`src/rtl/ctrl_decode_pipe.sv`:
```
// Pipelined RV32I main-control decoder: registers the control bundle into ID/EX,
// stalls on load-use hazards, honours branch flush and sequences the ML coprocessor.
module ctrl_decode_pipe #(
   parameter logic [6:0] COP_OPCODE  = 7'b0001011,
   parameter int         COP_TIMEOUT = 1024,
   parameter bit         HAZARD_EN   = 1'b1
) (
   input  logic        clk,
   input  logic        rst,
   input  logic        id_valid,
   input  logic [31:0] id_instr,
   input  logic        flush_i,
   input  logic        cop_ready,
   input  logic        cop_done,
   output logic        id_stall,
   output logic        cop_req,
   output logic        cop_err,
   output logic        ex_valid,
   output logic [1:0]  ex_alu_op,
   output logic        ex_alu_src,
   output logic        ex_alu_a_pc,
   output logic        ex_reg_write,
   output logic        ex_mem_read,
   output logic        ex_mem_write,
   output logic        ex_branch,
   output logic        ex_jump,
   output logic [1:0]  ex_wb_sel,
   output logic [4:0]  ex_rd,
   output logic        ex_illegal
);

   localparam int CNT_W = $clog2(COP_TIMEOUT + 1);
   localparam logic [CNT_W-1:0] CNT_LAST = CNT_W'(COP_TIMEOUT - 1);

   localparam logic [6:0] OP_R      = 7'b0110011;
   localparam logic [6:0] OP_IMM    = 7'b0010011;
   localparam logic [6:0] OP_LOAD   = 7'b0000011;
   localparam logic [6:0] OP_STORE  = 7'b0100011;
   localparam logic [6:0] OP_BRANCH = 7'b1100011;
   localparam logic [6:0] OP_JAL    = 7'b1101111;
   localparam logic [6:0] OP_JALR   = 7'b1100111;
   localparam logic [6:0] OP_LUI    = 7'b0110111;
   localparam logic [6:0] OP_AUIPC  = 7'b0010111;

   typedef struct packed {
      logic       valid;
      logic [1:0] alu_op;
      logic       alu_src;
      logic       alu_a_pc;
      logic       reg_write;
      logic       mem_read;
      logic       mem_write;
      logic       branch;
      logic       jump;
      logic [1:0] wb_sel;
      logic [4:0] rd;
      logic       illegal;
   } ctrl_t;

   typedef enum logic [1:0] {S_RUN, S_COP_REQ, S_COP_BUSY} state_t;

   state_t           state_q;
   ctrl_t            ex_q, ex_d, dec;
   logic [CNT_W-1:0] cnt_q;
   logic [4:0]       cop_rd_q;
   logic             cop_req_q, cop_err_q;
   logic             stall_d;

   logic [6:0] opcode;
   logic [4:0] rd, rs1, rs2;
   logic       uses_rs2, hazard, cop_in_id, cop_start, timeout;
   logic       unused_instr;

   assign opcode       = id_instr[6:0];
   assign rd           = id_instr[11:7];
   assign rs1          = id_instr[19:15];
   assign rs2          = id_instr[24:20];
   assign unused_instr = ^{id_instr[31:25], id_instr[14:12]};

   // NOTE: every field gets a default before the case so no latch can be inferred.
   always_comb begin
      dec       = '0;
      dec.valid = 1'b1;
      dec.rd    = rd;
      case (opcode)
         OP_R:      begin dec.alu_op = 2'b10; dec.reg_write = 1'b1; end
         OP_IMM:    begin dec.alu_op = 2'b10; dec.alu_src = 1'b1; dec.reg_write = 1'b1; end
         OP_LOAD:   begin
            dec.alu_src  = 1'b1; dec.mem_read  = 1'b1;
            dec.wb_sel   = 2'b01; dec.reg_write = 1'b1;
         end
         OP_STORE:  begin dec.alu_src = 1'b1; dec.mem_write = 1'b1; end
         OP_BRANCH: begin dec.alu_op = 2'b01; dec.branch = 1'b1; end
         OP_JAL:    begin
            dec.alu_a_pc = 1'b1; dec.alu_src   = 1'b1; dec.jump = 1'b1;
            dec.wb_sel   = 2'b10; dec.reg_write = 1'b1;
         end
         OP_JALR:   begin
            dec.alu_src = 1'b1; dec.jump = 1'b1;
            dec.wb_sel  = 2'b10; dec.reg_write = 1'b1;
         end
         OP_LUI:    begin dec.alu_op = 2'b11; dec.alu_src = 1'b1; dec.reg_write = 1'b1; end
         OP_AUIPC:  begin dec.alu_a_pc = 1'b1; dec.alu_src = 1'b1; dec.reg_write = 1'b1; end
         default:   dec.illegal = 1'b1;
      endcase
      if (rd == 5'd0) dec.reg_write = 1'b0;
   end

   assign uses_rs2 = (opcode == OP_R) || (opcode == OP_STORE) ||
                     (opcode == OP_BRANCH) || (opcode == COP_OPCODE);
   assign hazard   = HAZARD_EN && id_valid && ex_q.valid && ex_q.mem_read &&
                     (ex_q.rd != 5'd0) &&
                     ((ex_q.rd == rs1) || (uses_rs2 && (ex_q.rd == rs2)));
   assign cop_in_id = id_valid && (opcode == COP_OPCODE);
   // A coprocessor op waits in ID while a branch/jump in EX may still redirect it.
   assign cop_start = (state_q == S_RUN) && cop_in_id && !hazard && !flush_i &&
                      !ex_q.branch && !ex_q.jump;
   assign timeout   = (state_q == S_COP_BUSY) && (cnt_q == CNT_LAST);

   always_comb begin
      stall_d = 1'b0;
      ex_d    = '0;
      case (state_q)
         S_RUN: begin
            stall_d = !flush_i && (hazard || cop_in_id);
            if (id_valid && !flush_i && !stall_d) ex_d = dec;
         end
         S_COP_REQ: stall_d = !flush_i;
         S_COP_BUSY: begin
            stall_d = !(cop_done || timeout);
            if (cop_done) begin
               ex_d.valid     = 1'b1;
               ex_d.reg_write = (cop_rd_q != 5'd0);
               ex_d.wb_sel    = 2'b11;
               ex_d.rd        = cop_rd_q;
            end else if (timeout) begin
               ex_d.valid   = 1'b1;
               ex_d.illegal = 1'b1;
               ex_d.rd      = cop_rd_q;
            end
         end
         default: ;
      endcase
   end

   // NOTE: sequential state uses non-blocking assignments only.
   always_ff @(posedge clk or posedge rst) begin
      if (rst) begin
         state_q   <= S_RUN;
         ex_q      <= '0;
         cnt_q     <= '0;
         cop_rd_q  <= 5'd0;
         cop_req_q <= 1'b0;
         cop_err_q <= 1'b0;
      end else begin
         ex_q <= ex_d;
         case (state_q)
            S_RUN: if (cop_start) begin
               state_q   <= S_COP_REQ;
               cop_req_q <= 1'b1;
               cop_rd_q  <= rd;
               cnt_q     <= '0;
            end
            S_COP_REQ: if (flush_i) begin
               state_q   <= S_RUN;
               cop_req_q <= 1'b0;
            end else if (cop_ready) begin
               state_q   <= S_COP_BUSY;
               cop_req_q <= 1'b0;
               cnt_q     <= '0;
            end
            S_COP_BUSY: if (cop_done) begin
               state_q <= S_RUN;
               cnt_q   <= '0;
            end else if (timeout) begin
               state_q   <= S_RUN;
               cnt_q     <= '0;
               cop_err_q <= 1'b1;
            end else begin
               cnt_q <= cnt_q + CNT_W'(1);
            end
            default: state_q <= S_RUN;
         endcase
      end
   end

   assign id_stall     = stall_d;
   assign cop_req      = cop_req_q;
   assign cop_err      = cop_err_q;
   assign ex_valid     = ex_q.valid;
   assign ex_alu_op    = ex_q.alu_op;
   assign ex_alu_src   = ex_q.alu_src;
   assign ex_alu_a_pc  = ex_q.alu_a_pc;
   assign ex_reg_write = ex_q.reg_write;
   assign ex_mem_read  = ex_q.mem_read;
   assign ex_mem_write = ex_q.mem_write;
   assign ex_branch    = ex_q.branch;
   assign ex_jump      = ex_q.jump;
   assign ex_wb_sel    = ex_q.wb_sel;
   assign ex_rd        = ex_q.rd;
   assign ex_illegal   = ex_q.illegal;

endmodule

```
`config.mk`:
```
export PLATFORM = sky130hd
export DESIGN_NAME = ctrl_decode_pipe
export DESIGN_NICKNAME = d
export VERILOG_FILES = /design/src/rtl/ctrl_decode_pipe.sv
export SDC_FILE = /design/constraint.sdc
export NUM_CORES = 1
export LEC_CHECK = 0
export ABC_CLOCK_PERIOD_IN_PS = 3900
export CORE_MARGIN = 2
export CORE_UTILIZATION = 30
export CTS_BUF_LIST = sky130_fd_sc_hd__clkbuf_2
export CTS_CLUSTER_SIZE = 14
export DETAILED_ROUTE_END_ITERATION = 16
export HOLD_SLACK_MARGIN = 0.05
export PLACE_DENSITY = 0.65
export SYNTH_ARGS = -nofsm -noshare
export SYNTH_HDL_FRONTEND = slang
export SYNTH_SLANG_ARGS = --single-unit
```
`constraint.sdc`:
```
create_clock -name clk -period 3.9 [get_ports clk]
set_input_delay 0.78 -clock clk [delete_from_list [all_inputs] [get_ports clk]]
set_output_delay 0.78 -clock clk [all_outputs]
set_load 0.02 [all_outputs]
```
# Word level (Yosys, flattened, before mapping)
# Index checks and enable logic that the tools add are counted.
word_totals:
  regBits: 38
  output_inout_bits: 21
  elab_cells: 124
op_classes:
  n_addsub: 1
  n_eq_ne: 20
  muxes: 41
  bitwise: 1
  n_reduce_logical: 44
ops:
  columns: ["cell", "count"]
  rows:
  - ["11-bit 2-to-1 mux", 5]
  - ["11-bit one-hot mux with 3 select lines", 1]
  - ["7-bit by 6-bit == test with 1-bit output, second input constant", 3]
  - ["7-bit == test, second input constant", 3]
  - ["18-bit 2-to-1 mux", 1]
  - ["1-bit 2-to-1 mux", 16]
  - ["8-bit one-hot mux with 2 select lines", 1]
  - ["1-bit logical AND", 15]
  - ["7-bit by 5-bit == test with 1-bit output, second input constant", 2]
  - ["7-bit OR reduction", 2]
  - ["2-bit 2-to-1 mux", 6]
  - ["2-bit one-hot mux with 3 select lines", 2]
  - ["11-bit by 1-bit adder with 11-bit output, second input constant", 1]
  - ["11-bit by 10-bit == test with 1-bit output, second input constant", 1]
  - ["5-bit == test", 2]
  - ["5-bit nonzero test", 2]
  - ["3-bit AND reduction", 3]
  - ["9-bit OR reduction", 1]
  - ["4-bit 2-to-1 mux", 2]
  - ["7-bit by 2-bit == test with 1-bit output, second input constant", 1]
  - ["7-bit by 4-bit == test with 1-bit output, second input constant", 1]
  - ["1-bit zero test", 6]
  - ["1-bit logical OR", 6]
  - ["6-bit 2-to-1 mux", 1]
  - ["other kinds (16)", 23]

# Longest topological paths before layout
depth:
  word_depth: 14
  mapped_depth: 8

# Worst setup path after synthesis
# Ideal clock, no wire load.
synth_path:
  kind: "input to output"
  start: "in id_instr[4]"
  end: "out id_stall"
  t_arrival_ps: 2329
  slack_ps: 791
  stages: 7
  cell_sequence: "buf_4 -> nor4b_4 -> a21oi_1 -> or4_1 -> a21bo_1 -> nand2_1 -> a211o_1"
synth_between:
  elab_chain_cells: 10
  elab_cells_between_ends: 14
synth_lines:
  columns: ["element", "line", "text"]
  rows:
  - ["start, declared", "11", "input logic [31:0] id_instr,"]
  - ["7-bit by 6-bit == test with 1-bit output", "109", "assign uses_rs2 = (opcode == OP_R) || (opcode == OP_STORE) ||"]
  - ["1-bit logical OR (2 in series)", "109", null]
  - ["1-bit logical OR", "110", "(opcode == OP_BRANCH) || (opcode == COP_OPCODE);"]
  - ["1-bit logical AND", "113", "((ex_q.rd == rs1) || (uses_rs2 && (ex_q.rd == rs2)));"]
  - ["1-bit logical OR", "113", null]
  - ["1-bit logical AND", "112", "(ex_q.rd != 5'd0) &&"]
  - ["1-bit logical OR (*)", "125", "stall_d = !flush_i && (hazard || cop_in_id);"]
  - ["1-bit logical AND (*)", "125", null]
  - ["1-bit one-hot mux with 3 select lines (*)", "123", "case (state_q)"]
  - ["end, declared", "15", "output logic id_stall,"]
# Every way passes the cells marked *; elsewhere a longest branch is shown, timed or not.

# Worst setup path after layout
layout_path:
  start: "in id_instr[5]"
  end: "out id_stall"
# Same word-level chain as after synthesis.

==> impl_metrics.prom <==
# TYPE chip_impl_metric gauge
chip_impl_metric{name="sequential_share_of_the_synthesized_area",unit="%"} 48.3
chip_impl_metric{name="place.port_buffers",unit=""} 48
chip_impl_metric{name="area.sequential",unit="um2"} 951
chip_impl_info{name="critPathKind",value="input pin to output pin"} 1
chip_impl_metric{name="worst_pin_slew",unit="ps"} 479
chip_impl_metric{name="synth_cell_type_count",unit=""} 42
chip_impl_info{name="root_buffer",value="clkbuf_2"} 1
chip_impl_metric{name="multiInputGateArea",unit="um2"} 946
chip_impl_metric{name="maxSlewHeadroom",unit="%"} 68.0
chip_impl_metric{name="vias",unit=""} 1671
chip_impl_metric{name="path_max_fanout",unit=""} 3
chip_impl_metric{name="regToRegSetupSlack",unit="ps"} 1740
chip_impl_metric{name="ys_seq_elements",unit=""} 38
chip_impl_metric{name="die-height",unit="um"} 85.1
chip_impl_metric{name="peakVddDrop",unit="V"} 0.000126
chip_impl_metric{name="drtIter0Drc",unit=""} 76
chip_impl_metric{name="antenna_left",unit=""} 0
chip_impl_metric{name="total_leakage_power",unit="nW"} 1.15
chip_impl_metric{name="area_growth",unit="%"} 34.2
chip_impl_metric{name="clock_latency",unit="ps"} 400
chip_impl_metric{name="final.min_clock_period",unit="ps"} 3790
chip_impl_metric{name="mappedNetlistArea",unit="mm2"} 0.00197
chip_impl_info{name="crit_end_element",value="output pin"} 1
chip_impl_metric{name="grt_first_pass_wirelength",unit="um"} 7670
chip_impl_metric{name="clockBufferDepth",unit=""} 2
chip_impl_metric{name="drcViolationCount",unit=""} 0
chip_impl_metric{name="vias_per_cell",unit=""} 4.93
chip_impl_metric{name="grt_antenna_before_repair",unit=""} 0
chip_impl_metric{name="first_pass_iters",unit=""} 4
chip_impl_metric{name="finalClockSkew",unit="ps"} 14.2
chip_impl_metric{name="dpl.cell_count",unit=""} 331
chip_impl_metric{name="htree_levels",unit=""} 2
chip_impl_metric{name="die-width",unit="um"} 85.1
chip_impl_metric{name="cts_made_buffers",unit=""} 5
chip_impl_metric{name="synth.net_count",unit=""} 239
chip_impl_metric{name="cap_viol_max_count",unit=""} 0
chip_impl_metric{name="synth.avg_cell_area",unit="um2"} 9.85
chip_impl_metric{name="timing_max_transition_violations_final",unit=""} 0
chip_impl_metric{name="final_core_utilization",unit="%"} 41.6
chip_impl_info{name="worst_hold_startpoint",value="cnt_q[9]"} 1
chip_impl_metric{name="finalHoldViolCount",unit=""} 0
chip_impl_metric{name="dp.final_hpwl",unit="um"} 3580
chip_impl_metric{name="min_period_over_period",unit="%"} 97.3
chip_impl_metric{name="antennaDiodeCount",unit=""} 0
chip_impl_metric{name="cts.sink_count",unit=""} 38
chip_impl_metric{name="finish.net_count",unit=""} 300
chip_impl_metric{name="setup-violations-final",unit=""} 0
chip_impl_metric{name="finalInstanceArea",unit="mm2"} 0.00264
chip_impl_metric{name="overflow",unit=""} 0
chip_impl_metric{name="wl_per_cell",unit="um"} 13.8
chip_impl_metric{name="worst_path_largest_cell_delay",unit="ps"} 550
chip_impl_info{name="tritoncts",value="done"} 1
chip_impl_metric{name="final.hold.worst_slack",unit="ps"} 502
chip_impl_metric{name="coreArea",unit="mm2"} 0.00635
chip_impl_metric{name="clk_pin_slew_worst_paths",unit="ps"} 190
chip_impl_metric{name="placement_rows",unit=""} 29
chip_impl_metric{name="totalWireLength",unit="um"} 4690
chip_impl_info{name="outcome",value="complete, no violations"} 1
chip_impl_info{name="hold_path_end",value="cnt_q[9]"} 1
chip_impl_metric{name="setup-tns-final",unit="ps"} 0
chip_impl_metric{name="worstPathRequired",unit="ps"} 3120
chip_impl_metric{name="timing.hold.worst_path_depth",unit=""} 1
chip_impl_metric{name="synth_cells",unit=""} 200
chip_impl_metric{name="final-instance-count-excl-fill",unit=""} 339
chip_impl_info{name="reg2reg_from",value="ex_rd[4]"} 1
chip_impl_info{name="critical_path.slowest_cell",value="or4_1"} 1
chip_impl_metric{name="placed_cell_area",unit="mm2"} 0.00260
chip_impl_info{name="hp-class",value="flop to flop"} 1
chip_impl_info{name="crit_path_cell_trace",value="clkdlybuf4s50_1 -> nor4b_4 -> a21oi_1 -> or4_1 -> a21bo_1 -> nand2_1 -> a211o_1 -> dlygate4sd2_1"} 1
chip_impl_metric{name="fmax",unit="MHz"} 264
chip_impl_metric{name="i_o_pins",unit=""} 59
chip_impl_info{name="grt_setup_unrepaired",value="no"} 1
chip_impl_info{name="kind_of_start_point_of_the_critical_path",value="input pin"} 1
chip_impl_metric{name="worst-endpoint-arrival",unit="ps"} 3010
chip_impl_metric{name="cellPowerDensity",unit="mW/mm2"} 266
chip_impl_metric{name="grt_max_degree",unit=""} 39
chip_impl_metric{name="ys.warnings.count",unit=""} 0
chip_impl_metric{name="place_congestion",unit=""} 0.856
chip_impl_metric{name="filler_cell_count",unit=""} 635
chip_impl_metric{name="initial_core_util",unit="%"} 31.0
chip_impl_metric{name="grt_use_total",unit="%"} 13.3
chip_impl_info{name="r2r_end",value="cop_rd_q[0]"} 1
chip_impl_metric{name="drive_gt1_share",unit="%"} 12.2
chip_impl_metric{name="grt_pass1_vias",unit=""} 1590
chip_impl_metric{name="fp.dieArea",unit="mm2"} 0.00723
chip_impl_metric{name="worstRegToRegCells",unit=""} 6
## report_power, final
part           internal [mW]  switching, mW
clock network         0.0473          0.138
registers              0.403        0.00770
logic                 0.0582         0.0479
## layout make-up
type / count / area share [%]
Multi-Input combinational cell: 148 / 35.8
Tap cell: 77 / 3.64
Timing Repair Buffer: 62 / 22.1
Sequential cell: 38 / 36.0
Clock inverter: 2 / 0.521
Clock buffer: 6 / 1.14
Inverter: 6 / 0.852
## worst max-delay path by stage
stage / startpoint / to / depth (start not counted)
after floorplan: id_instr[4] / id_stall / 7
after global placement: id_instr[5] / id_stall / 8
after detailed placement: id_instr[5] / id_stall / 8
after CTS: id_instr[5] / id_stall / 8
after global routing: id_instr[5] / id_stall / 8
final: id_instr[5] / id_stall / 8
## worst max-delay path, delay by kind of cell
family | cells | cell delay (ps)
AND/OR/NAND/NOR | 3 | 960
AO/OA/AOI/OAI | 3 | 470
buffers and inverters | 2 | 800
## registers in the layout (all words and copies together), names as in the netlist
register,cells
ex_alu_op,2
ex_alu_a_pc,1
ex_mem_read,1
state_q,2
ex_alu_src,1
ex_illegal,1
ex_branch,1
cop_req,1
ex_jump,1
ex_wb_sel,2
cnt_q,11
cop_err,1
cop_rd_q,5
ex_rd,5
ex_reg_write,1
ex_valid,1
ex_mem_write,1
## repair_timing
action                     4_1_cts  5_1_grt
hold buffers                     0        0
buffers inserted                 0        0
gates resized for setup          1        0
setup endpoints to repair        1        0
## logic make-up after synthesis
kind of cell / synth area share, %
adder cells (fa/ha/maj): 0.635
AO/OA/AOI/OAI: 15.3
flip-flops: 48.3
AND/OR/NAND/NOR: 23.3
multiplexers: 4.32
XOR/XNOR: 4.44
buffers and inverters: 3.75
## per-stage QoR
step,setup WS (ps),total power [mW]
floorplan,791,0.467
global placement,-168,0.524
finish,106,0.702
detailed placement,-184,0.525
global route,6.35,0.736
CTS,85.7,0.710
## Yosys cell counts (all sizes together)
master	n	area [um2]
nand3b	2	15.0
and4	1	11.3
a31oi	6	37.5
mux2i	1	10.0
xnor2	5	43.8
dfrtp	38	951
and4b	1	10.0
or2	2	12.5
nor4	2	12.5
a21oi	11	55.1
xor2	5	43.8
or4	4	30.0
o22ai	3	18.8
and3b	1	10.0
o21a	2	15.0
buf	5	40.0
a21boi	1	7.51
nor2b	4	25.0
clkbuf	3	11.3
a21bo	1	10.0
o211ai	2	15.0
nor4b	1	23.8
a2111oi	1	8.76
nor2	14	52.6
a221oi	1	8.76
nand3	11	55.1
o31ai	5	37.5
o21ai	7	35.0
ha	1	12.5
a22o	5	43.8
and2b	1	8.76
and3	5	31.3
nor3	7	35.0
mux2	5	75.1
inv	6	22.5
nand4	2	12.5
nand2	22	82.6
nand2b	5	31.3
a211o	1	8.76
## metal layers
metal	track usage, %	vias up	part of all wire (%)
li1	-	837	-
met1	17.3	797	44
met2	21.5	29	50
met3	3.50	8	4.2
met4	4.76	0	1.7
met5	0	-	0
## cell usage in the layout (no fill, tap or decap), types with 2 or more instances in the layout
cell type        instances
nor2_1                  14
inv_1                    6
nand4_1                  2
a31oi_1                  6
buf_4                   14
nor3_1                   7
o22ai_1                  3
mux2_4                   5
and3_1                   5
nor4_1                   2
xor2_1                   5
o21ai_0                  7
or4_1                    4
o21a_1                   2
nand3b_1                 2
xnor2_1                  5
clkbuf_2                 6
o211ai_1                 2
o31ai_1                  5
a21oi_1                 11
clkdlybuf4s50_1         47
nand3_1                 11
nand2b_1                 5
dfrtp_1                 38
nand2_1                 22
nor2b_1                  4
a22o_1                   5
Note: power is estimated with default switching activity, not from simulation.
